$ cat src/rtl/sc_pkg.sv
// sc_pkg -- shared definitions for the sc_clk_ctrl clock/reset controller.
// Holds the controller state encoding, the four instruction-period phase
// constants, the default reset-hold length and the phase-to-clock decode.
package sc_pkg;

  // Controller states. HOLD is the post-reset hold-off, RUN free-runs,
  // HALT freezes the period at phase 0, STEP runs exactly one period.
  typedef enum logic [1:0] {
    ST_HOLD = 2'd0,
    ST_RUN  = 2'd1,
    ST_HALT = 2'd2,
    ST_STEP = 2'd3
  } sc_state_t;

  // Phases of one instruction period.
  localparam logic [1:0] PH_0 = 2'd0;
  localparam logic [1:0] PH_1 = 2'd1;
  localparam logic [1:0] PH_2 = 2'd2;
  localparam logic [1:0] PH_3 = 2'd3;

  // Default number of cpu_clock cycles the CPU reset is held after resetn.
  localparam int SC_RESET_HOLD_DEF = 8;

  // CPU clock is high in the second half of the period (phases 2 and 3).
  function automatic logic phase_clock(input logic [1:0] ph);
    return (ph == PH_2) || (ph == PH_3);
  endfunction

  // Memory clock runs at twice the CPU rate: high in phases 1 and 3.
  function automatic logic phase_mem_clk(input logic [1:0] ph);
    return (ph == PH_1) || (ph == PH_3);
  endfunction

endpackage : sc_pkg

$ cat src/rtl/sc_clk_ctrl_if.sv
// sc_clk_ctrl_if -- request/status bundle between the clock controller and
// the debugger/CPU side.
//
// Handshake: run_req, halt_req and step_req are single-cycle pulses sampled
// on the rising cpu_clock edge; there is no ready/acknowledge -- a request
// the controller cannot act on in its current state is dropped (except
// halt_req in RUN, which is remembered until the end of the current period).
// step_done and bp_hit are single-cycle status pulses; halted, phase,
// clock, mem_clk, cpu_resetn and instr_count are level outputs.
interface sc_clk_ctrl_if;

  // Requests and breakpoint inputs (driven by the master side)
  logic        run_req;
  logic        halt_req;
  logic        step_req;
  logic [31:0] pc;
  logic        bp_en;
  logic [31:0] bp_addr;

  // Generated clocks, reset and status (driven by the controller)
  logic        clock;
  logic        mem_clk;
  logic        cpu_resetn;
  logic [1:0]  phase;
  logic        halted;
  logic        step_done;
  logic        bp_hit;
  logic [31:0] instr_count;

  // Debugger / CPU side
  modport master (
    output run_req, halt_req, step_req, pc, bp_en, bp_addr,
    input  clock, mem_clk, cpu_resetn, phase, halted, step_done, bp_hit,
           instr_count
  );

  // Clock controller side
  modport slave (
    input  run_req, halt_req, step_req, pc, bp_en, bp_addr,
    output clock, mem_clk, cpu_resetn, phase, halted, step_done, bp_hit,
           instr_count
  );

endinterface : sc_clk_ctrl_if

$ cat src/rtl/sc_bp_match.sv
// sc_bp_match -- breakpoint address compare with a one-period exemption.
// After the controller leaves HALT the first period end must not re-trigger
// the breakpoint that stopped it, so an exemption flag is armed on leaving
// HALT and disarmed at the next period end.
module sc_bp_match (
  input  logic        cpu_clock,
  input  logic        resetn,
  input  logic        i_bp_en,
  input  logic [31:0] i_pc,
  input  logic [31:0] i_bp_addr,
  input  logic        i_leave_halt,
  input  logic        i_wrap,
  output logic        o_match,
  output logic        o_exempt
);

  logic r_exempt;

  // Arm the exemption when leaving HALT; clear it at the following wrap.
  always_ff @(posedge cpu_clock or negedge resetn) begin
    if (!resetn) begin
      r_exempt <= 1'b0;
    end else if (i_leave_halt) begin
      r_exempt <= 1'b1;
    end else if (i_wrap) begin
      r_exempt <= 1'b0;
    end
  end

  assign o_match  = i_bp_en && (i_pc == i_bp_addr) && !r_exempt;
  assign o_exempt = r_exempt;

endmodule : sc_bp_match

$ cat src/rtl/sc_clk_ctrl.sv
// sc_clk_ctrl -- four-phase CPU/memory clock generator with reset hold-off,
// run/halt/single-step control and an instruction-period counter.
//
// Optional feature: define SC_CLK_CTRL_BP_EN to add a PC breakpoint that
// halts the CPU at the end of the period whose pc equals bp_addr. Without
// it the breakpoint inputs are ignored and bp_hit stays 0.
//
// Clocks are registered from the next-phase value so that clock and mem_clk
// always line up with the phase output: phase 0,1,2,3 gives clock 0,0,1,1
// and mem_clk 0,1,0,1.
module sc_clk_ctrl
  import sc_pkg::*;
#(
  parameter int RESET_HOLD = SC_RESET_HOLD_DEF,
  parameter bit START_RUN  = 1'b1
) (
  input  logic         cpu_clock,
  input  logic         resetn,
  sc_clk_ctrl_if.slave bus,
  output sc_state_t    o_dbg_state
);

  localparam logic [31:0] HOLD_CYCLES = 32'(RESET_HOLD);

  // State and datapath registers
  sc_state_t   r_state;
  logic [1:0]  r_phase;
  logic        r_clock;
  logic        r_mem_clk;
  logic        r_cpu_resetn;
  logic        r_halted;
  logic        r_step_done;
  logic        r_bp_hit;
  logic [31:0] r_instr_count;
  logic        r_halt_pend;
  logic [31:0] r_hold_cnt;

  // Next-state values
  sc_state_t   w_state_nxt;
  logic [1:0]  w_phase_nxt;
  logic [31:0] w_count_nxt;
  logic        w_halt_pend_nxt;
  logic [31:0] w_hold_cnt_nxt;
  logic        w_step_done_nxt;
  logic        w_bp_hit_nxt;

  // Decoded conditions
  logic        w_active;
  logic        w_wrap;
  logic        w_leave_halt;
  logic        w_bp_match;

  // The period only advances in RUN and STEP; a wrap is the 3->0 edge.
  assign w_active     = (r_state == ST_RUN) || (r_state == ST_STEP);
  assign w_wrap       = w_active && (r_phase == PH_3);
  assign w_leave_halt = (r_state == ST_HALT) && (w_state_nxt != ST_HALT);
  assign w_phase_nxt  = w_active ? (r_phase + 2'd1) : PH_0;
  assign w_count_nxt  = w_wrap ? (r_instr_count + 32'd1) : r_instr_count;

`ifdef SC_CLK_CTRL_BP_EN
  logic w_bp_exempt;

  sc_bp_match u_bp_match (
    .cpu_clock    (cpu_clock),
    .resetn       (resetn),
    .i_bp_en      (bus.bp_en),
    .i_pc         (bus.pc),
    .i_bp_addr    (bus.bp_addr),
    .i_leave_halt (w_leave_halt),
    .i_wrap       (w_wrap),
    .o_match      (w_bp_match),
    .o_exempt     (w_bp_exempt)
  );
`else
  // Breakpoint hardware absent: inputs are read only into a sink.
  logic w_bp_unused;
  assign w_bp_unused = bus.bp_en ^ (^bus.pc) ^ (^bus.bp_addr) ^ w_leave_halt;
  assign w_bp_match  = 1'b0;
`endif

  // State register.
  always_ff @(posedge cpu_clock or negedge resetn) begin
    if (!resetn) begin
      r_state <= ST_HOLD;
    end else begin
      r_state <= w_state_nxt;
    end
  end

  // Next-state, pending-halt, hold counter and status pulse decode.
  always_comb begin
    w_state_nxt     = r_state;
    w_halt_pend_nxt = r_halt_pend;
    w_hold_cnt_nxt  = r_hold_cnt;
    w_step_done_nxt = 1'b0;
    w_bp_hit_nxt    = 1'b0;
    case (r_state)
      ST_HOLD: begin
        w_hold_cnt_nxt = r_hold_cnt + 32'd1;
        if ((r_hold_cnt + 32'd1) >= HOLD_CYCLES) begin
          w_state_nxt = START_RUN ? ST_RUN : ST_HALT;
        end
      end
      ST_RUN: begin
        // A halt request is remembered and only acted on at the wrap so
        // the CPU always sees whole instruction periods.
        if (bus.halt_req) begin
          w_halt_pend_nxt = 1'b1;
        end
        if (w_wrap) begin
          w_bp_hit_nxt = w_bp_match;
          if (r_halt_pend || bus.halt_req || w_bp_match) begin
            w_state_nxt     = ST_HALT;
            w_halt_pend_nxt = 1'b0;
          end
        end
      end
      ST_HALT: begin
        w_halt_pend_nxt = 1'b0;
        // halt_req outranks run/step but has nothing to do while halted.
        if (!bus.halt_req) begin
          if (bus.run_req) begin
            w_state_nxt = ST_RUN;
          end else if (bus.step_req) begin
            w_state_nxt = ST_STEP;
          end
        end
      end
      ST_STEP: begin
        if (w_wrap) begin
          w_state_nxt     = ST_HALT;
          w_step_done_nxt = 1'b1;
        end
      end
      default: begin
        w_state_nxt = ST_HOLD;
      end
    endcase
  end

  // Phase, clocks, CPU reset, status and counters.
  always_ff @(posedge cpu_clock or negedge resetn) begin
    if (!resetn) begin
      r_phase       <= PH_0;
      r_clock       <= 1'b0;
      r_mem_clk     <= 1'b0;
      r_cpu_resetn  <= 1'b0;
      r_halted      <= 1'b0;
      r_step_done   <= 1'b0;
      r_bp_hit      <= 1'b0;
      r_instr_count <= 32'd0;
      r_halt_pend   <= 1'b0;
      r_hold_cnt    <= 32'd0;
    end else begin
      r_phase       <= w_phase_nxt;
      r_clock       <= phase_clock(w_phase_nxt);
      r_mem_clk     <= phase_mem_clk(w_phase_nxt);
      r_cpu_resetn  <= (w_state_nxt != ST_HOLD);
      r_halted      <= (w_state_nxt == ST_HALT);
      r_step_done   <= w_step_done_nxt;
      r_bp_hit      <= w_bp_hit_nxt;
      r_instr_count <= w_count_nxt;
      r_halt_pend   <= w_halt_pend_nxt;
      r_hold_cnt    <= w_hold_cnt_nxt;
    end
  end

  assign bus.clock       = r_clock;
  assign bus.mem_clk     = r_mem_clk;
  assign bus.cpu_resetn  = r_cpu_resetn;
  assign bus.phase       = r_phase;
  assign bus.halted      = r_halted;
  assign bus.step_done   = r_step_done;
  assign bus.bp_hit      = r_bp_hit;
  assign bus.instr_count = r_instr_count;
  assign o_dbg_state     = r_state;

endmodule : sc_clk_ctrl

$ cat src/flat_wrapper.sv
// flat-port wrapper written by rule: the top's interface ports become plain ports
module sc_clk_ctrl_flat import sc_pkg::*;
#(
  parameter int RESET_HOLD = SC_RESET_HOLD_DEF,
  parameter bit START_RUN  = 1'b1
)
  (cpu_clock, resetn, o_dbg_state, bus_run_req, bus_halt_req, bus_step_req, bus_pc, bus_bp_en, bus_bp_addr, bus_clock, bus_mem_clk, bus_cpu_resetn, bus_phase, bus_halted, bus_step_done, bus_bp_hit, bus_instr_count);
  sc_clk_ctrl_if bus_i ();
  input  logic cpu_clock;
  input  logic resetn;
  output sc_state_t o_dbg_state;
  input wire logic [$bits(bus_i.run_req)-1:0] bus_run_req;
  input wire logic [$bits(bus_i.halt_req)-1:0] bus_halt_req;
  input wire logic [$bits(bus_i.step_req)-1:0] bus_step_req;
  input wire logic [$bits(bus_i.pc)-1:0] bus_pc;
  input wire logic [$bits(bus_i.bp_en)-1:0] bus_bp_en;
  input wire logic [$bits(bus_i.bp_addr)-1:0] bus_bp_addr;
  output wire logic [$bits(bus_i.clock)-1:0] bus_clock;
  output wire logic [$bits(bus_i.mem_clk)-1:0] bus_mem_clk;
  output wire logic [$bits(bus_i.cpu_resetn)-1:0] bus_cpu_resetn;
  output wire logic [$bits(bus_i.phase)-1:0] bus_phase;
  output wire logic [$bits(bus_i.halted)-1:0] bus_halted;
  output wire logic [$bits(bus_i.step_done)-1:0] bus_step_done;
  output wire logic [$bits(bus_i.bp_hit)-1:0] bus_bp_hit;
  output wire logic [$bits(bus_i.instr_count)-1:0] bus_instr_count;
  assign bus_i.run_req = bus_run_req;
  assign bus_i.halt_req = bus_halt_req;
  assign bus_i.step_req = bus_step_req;
  assign bus_i.pc = bus_pc;
  assign bus_i.bp_en = bus_bp_en;
  assign bus_i.bp_addr = bus_bp_addr;
  assign bus_clock = bus_i.clock;
  assign bus_mem_clk = bus_i.mem_clk;
  assign bus_cpu_resetn = bus_i.cpu_resetn;
  assign bus_phase = bus_i.phase;
  assign bus_halted = bus_i.halted;
  assign bus_step_done = bus_i.step_done;
  assign bus_bp_hit = bus_i.bp_hit;
  assign bus_instr_count = bus_i.instr_count;
  sc_clk_ctrl #(.RESET_HOLD(RESET_HOLD), .START_RUN(START_RUN)) u_core (.cpu_clock(cpu_clock), .resetn(resetn), .bus(bus_i), .o_dbg_state(o_dbg_state));
endmodule
$ cat config.mk
export PLATFORM = sky130hd
export DESIGN_NAME = sc_clk_ctrl_flat
export DESIGN_NICKNAME = d
export VERILOG_FILES = /design/src/rtl/sc_pkg.sv /design/src/rtl/sc_clk_ctrl_if.sv /design/src/rtl/sc_bp_match.sv /design/src/rtl/sc_clk_ctrl.sv /design/src/flat_wrapper.sv
export SDC_FILE = /design/constraint.sdc
export NUM_CORES = 1
export LEC_CHECK = 0
export CAP_MARGIN = 5
export CELL_PAD_IN_SITES_DETAIL_PLACEMENT = 2
export CELL_PAD_IN_SITES_GLOBAL_PLACEMENT = 2
export CORE_ASPECT_RATIO = 0.6
export CORE_UTILIZATION = 29
export DETAILED_ROUTE_END_ITERATION = 10
export HOLD_SLACK_MARGIN = 0.1
export PLACE_DENSITY = 0.82
export SYNTH_ARGS = -nofsm -noshare
export SYNTH_HDL_FRONTEND = slang
export SYNTH_HIERARCHICAL = 1
export SYNTH_SLANG_ARGS = --single-unit
$ cat constraint.sdc
create_clock -name cpu_clock -period 3.86 [get_ports cpu_clock]
set_input_delay 0.386 -clock cpu_clock [delete_from_list [all_inputs] [get_ports cpu_clock]]
set_output_delay 0.386 -clock cpu_clock [all_outputs]
set_load 0.05 [all_outputs]
# Word-level counts from Yosys, hierarchy flattened
# Index checks and enable logic that the tools add are counted.
# op_classes
add_sub_neg	3
mul	0
div_mod_pow	0
magnitude_cmp	1
n_eq_ne	8
shifts	0
mux	15
bitwise_logic	0
reduce_logical	8
# op_table
op	n
$add A32 B1 Y32 const B	2
$ge A32 B4 Y1 const B	1
$mux W2	8
$eq A2 B2 Y1 const B	6
$pmux W2 S4	1
$mux W1	5
$eq A2 B1 Y1 const B	2
$logic_or A1 B1 Y1	4
$reduce_bool A2 Y1	2
$add A2 B1 Y2 const B	1
$logic_not A2 Y1	1
$pmux W1 S2	1
$logic_and A1 B1 Y1	1
# totals
register_bits	74
latch_bits	0
ram_bits	0
romBits	0
in_bits	70
out_inout_bits	42
elab_cells	45
n_memories	0

# Longest topological paths before layout
# logic_depth
word_depth	6
ltp_mapped	10

# Worst setup path after synthesis
# Ideal clock, no wire load.
# synth_path
path_kind	register -> register
from	register u_core.r_state[1] (netlist: u_core/o_dbg_state[1])
to	register u_core.r_instr_count[30] (netlist: u_core/bus.instr_count[30])
setup_ps	141
arrival_time_ps	2659
setup_slack_ps	1060
stages_incl_launch_ff	11
n_path_buf	1
cell_sequence	dfrtp_1 -> inv_1 -> ha_1 -> o21a_1 -> and4_1 -> clkbuf_1 -> and4_1 -> and4_1 -> and4_1 -> nand3_1 -> xnor2_1
# synth_between
elab_chain_cells	3
word_cells_on_any_way	4
cone_classes	eq/ne: 2; reduce/logical: 2
# synth_rtl
item	line	source
start: declaration	sc_clk_ctrl.sv:26	sc_state_t r_state;
start signal: assignment	sc_clk_ctrl.sv:86	r_state <= w_state_nxt;
$eq A2 B1 Y1 / $eq A2 B2 Y1 (equally long branches)	sc_clk_ctrl.sv:54	assign w_active = (r_state == ST_RUN) || (r_state == ST_STEP);
$logic_or A1 B1 Y1 *	sc_clk_ctrl.sv:54	
$logic_and A1 B1 Y1 *	sc_clk_ctrl.sv:55	assign w_wrap = w_active && (r_phase == PH_3);
end signal: assignment	sc_clk_ctrl.sv:162	r_instr_count <= w_count_nxt;
end: declaration	sc_clk_ctrl.sv:34	logic [31:0] r_instr_count;
# Every way passes the cells marked *; elsewhere a longest branch is shown, timed or not.
# A chain may end at the register's enable or synchronous reset.

# Worst setup path in the final report
# layout_path
from	register u_core.r_hold_cnt[15]
to	register u_core.r_halted (netlist: u_core/bus.halted)
# layout_between
elab_chain_cells	5
# layout_rtl
item	line	source
start: declaration	sc_clk_ctrl.sv:36	logic [31:0] r_hold_cnt;
start signal: assignment	sc_clk_ctrl.sv:164	r_hold_cnt <= w_hold_cnt_nxt;
$add A32 B1 Y32	sc_clk_ctrl.sv:100	if ((r_hold_cnt + 32'd1) >= HOLD_CYCLES) begin
$ge A32 B4 Y1	sc_clk_ctrl.sv:100	
$mux W2	sc_clk_ctrl.sv:100	
$pmux W2 S4	sc_clk_ctrl.sv:97	case (r_state)
$eq A2 B2 Y1	sc_clk_ctrl.sv:159	r_halted <= (w_state_nxt == ST_HALT);
end signal: assignment	sc_clk_ctrl.sv:159	
end: declaration	sc_clk_ctrl.sv:31	logic r_halted;
# Every way passes these cells.

==> results.ini <==
[grt]
antenna_violations_before_repair = 0
grt_pass1_wl_um = 18900
grt_max_degree = 74
overall_overflow_remaining_after_global_route = 0
grt_util_all_layers_pct = 17.2
first_global_vias = 3428

[critical_path]
cp_top_family = simple AND/OR/NAND/NOR gates
end_kind = flip-flop
timing.setup.critical_path_class = reg -> reg
cp.required_ps = 4070
arrival_ps = 3280
worst_setup_path_start_kind = flip-flop
crit_buf_inv = 0
crit_path_cell_trace = nand4_1 -> nor3_1 -> nand3_2 -> xnor2_1 -> or4_1 -> or4_4 -> o41ai_1
crit_path_top_delay_cell = or4_1
worstPathMaxFanout = 8
critical_path.max_stage_delay_ps = 520

[die]
row_count = 32
initial_core_util_pct = 30.1
die_w_um = 152
die_height_um = 92.2
core_region_area_um2 = 13100
design.portCount = 112
dieArea_um2 = 14100

[worst_hold_path]
hold_path.class = in -> async

[final_layout]
multi_input_comb_area_um2 = 1960
layout.filler_cells = 1439
drive_above_1_share_pct = 7.23
finalCoreUtilization_pct = 36.5
seq_area_um2 = 1830
syn2layout_area_growth_pct = 21.1
antenna_cells = 0
nets = 504

[synth]
yosys_warnings = 6
synth_seq_area_share_pct = 46.4
synth_edf_count = 0
synth.cell_area_um2 = 3940
proportion_of_synthesized_flip_flops_having_asynchronous_set_or_reset_pct = 100
synth_fp_nets = 467
ys_dominant_reg_cell = dfrtp_1
synth.avg_cell_area_um2 = 10.1
postSynthCellCount = 389
ys_types = 52
ys_ff_latch = 73

[outcome]
violations_in_the_final_reports = design-rule violations
run_status = finished, violations left

[drt]
avg_wl_per_cell_um = 18.8
postRouteAntennaNets = 0
drc = 4
dr.pass1.iters = 7
via_per_inst = 5.16
wirelength_um = 11300
drt-initial-drc-count = 192
count_of_vias_placed_by_the_detailed_router = 3088

[timing]
achievable-frequency_mhz = 325
final_hold_viol_count = 0
finalCritPeriodShare_pct = 79.7
setup-violations-final = 0
final.min_clock_period_ps = 3080
slew-limit-headroom_pct = 36.3
final-max-slew-violation-count = 0
worst_pin_slew_ps = 956
worst_clk_skew_ps = 6.79
rsz_0062_raised_after_global_routing = false
tns_ps = 0

[power_and_ir_drop]
internal_power_mw = 1.60
share_comb_of_total_power_pct = 26.9
p_sw_share_pct = 34.3
p_clk_share_pct = 34.0
power_per_cell_area_nw_per_um2 = 512
pwr-share-seq_pct = 39.1
power.net_switching_mw = 0.836
max-vdd-ir-drop_mv = 0.167
leakagePower_nw = 1.99

[cts]
post_cts_resized = 0
cts.repair_timing.setup_buffer_count = 0
cts_sinks = 73
clkLatencyLatePin_ps = 340
cts_hold_buffers = 0
clock_tree.root_cell = clkbuf_16
cts-root-to-sink-buffers = 2
path_clk_slew_ps = 60
cts_made_buffers = 9
clock_tree_from_tritoncts = built
cts-htree-levels = 3

[place]
gp_congestion = 0.784
port-buffer-count = 45
dp_hpwl_um = 8000

[run]
max-cap-violations = 0

registers in the layout, summed over array words and instances, names as in the netlist:
signal	count
u_core/bus.step_done	1
u_core/bus.instr_count	32
u_core/r_hold_cnt	32
u_core/bus.clock	1
u_core/bus.cpu_resetn	1
u_core/o_dbg_state	2
u_core/bus.halted	1
u_core/bus.phase	2
u_core/r_halt_pend	1
per-layer routing:
layer	up-vias	wire length [um]	GRT usage, %
met5	-	0	0
li1	1438	-	-
met4	0	151	6.04
met1	1580	5620	24.2
met3	14	372	2.93
met2	56	5130	26.8
power groups by stage:
stage,combinational [mW],clock [mW],sequential (mW)
floorplan,0.355,0,1.06
global placement,0.627,0,0.952
detailed placement,0.655,0,0.965
CTS,0.658,0.852,0.953
global route,0.704,0.884,0.965
finish,0.656,0.830,0.952
Yosys cell counts, drive strengths merged, types with 2 or more instances:
cell	instances	share of area, %
and3	14	2.5
buf	15	2.6
nand2b	4	0.64
nor4	5	0.79
or2	3	0.48
o21a	4	0.76
and4	10	2.3
mux2i	2	0.51
clkbuf	5	0.51
o31a	3	0.67
nor3	13	1.7
and2	2	0.32
a211oi	3	0.70
ha	8	2.5
o21ai	5	0.64
a21boi	2	0.38
xor2	23	5.1
nand3	33	4.5
nand4	19	3.2
or4	3	0.67
xnor2	49	11
nor2	27	2.6
inv	7	0.67
nand2	35	3.4
mux2	5	1.4
a31oi	3	0.48
dfrtp	73	46
layout make-up:
class,instances,area share (%)
Timing Repair Buffer,46,9.55
Clock inverter,3,0.892
Clock buffer,11,5.09
Tap cell,170,4.46
Multi-Input combinational cell,289,41.1
Inverter,7,0.551
Sequential cell,73,38.3
worst reg2reg max path: cells and delay by family, from the launching register on:
kind	cells	cell delay [ps]
AOI/OAI and AO/OA	1	380
xor gates and xnor gates	1	150
DFF	1	500
and+or+nand+nor	5	1930
path summary, 6_finish.rpt:
kind                                       startpoint                    endpoint  slack [ps]  cells past startpoint
setup / recovery                u_core/r_hold_cnt[15]           u_core/bus.halted         780                      7
hold / removal                                 resetn           u_core/bus.halted         180                      1
setup reg to reg                u_core/r_hold_cnt[15]           u_core/bus.halted         780                      7
hold reg to reg            u_core/bus.instr_count[31]  u_core/bus.instr_count[31]         480                      1
max in group asynchronous                      resetn  u_core/bus.instr_count[20]        3050                      1
min in group cpu_clock     u_core/bus.instr_count[31]  u_core/bus.instr_count[31]         480                      1
placed cells by master, fill, tap and decap left out, types with 5 or more instances in the layout:
cell / n
nor2_1: 27
nor4_1: 5
xnor2_1: 49
ha_1: 8
nor3_1: 13
and3_1: 12
and4_1: 9
o21ai_0: 5
nand2_1: 34
mux2_2: 5
clkdlybuf4s50_1: 44
xor2_1: 23
nand4_1: 18
nand3_1: 31
clkbuf_16: 9
inv_1: 7
dfrtp_1: 73
cells by family (layout without fill, tap and decap cells):
group / after synthesis / after routing / share of synthesized area, %
AOI/OAI and AO/OA: 30 / 30 / 5.72
muxes: 7 / 7 / 1.94
DFF: 73 / 73 / 46.4
adders and majority gates: 8 / 8 / 2.54
buffers and inverters: 27 / 67 / 3.75
other: 1 / 1 / 0.0953
xor gates and xnor gates: 72 / 72 / 16.0
and+or+nand+nor: 171 / 171 / 23.5
metrics by stage:
step | setup WS, ps | power (mW) | cell area, um^2 | hold WS (ps) | std cells
after detailed placement | 822 | 1.62 | 4480 | 475 | 585
final | 784 | 2.44 | 4770 | 180 | 599
after global routing | 532 | 2.55 | 4770 | 262 | 599
after CTS | 799 | 2.46 | 4770 | 243 | 599
after floorplan | 1060 | 1.41 | 3940 | 90.4 | 389
after global placement | 834 | 1.58 | 4480 | 460 | 585
Power figures use the tool's default switching activity.
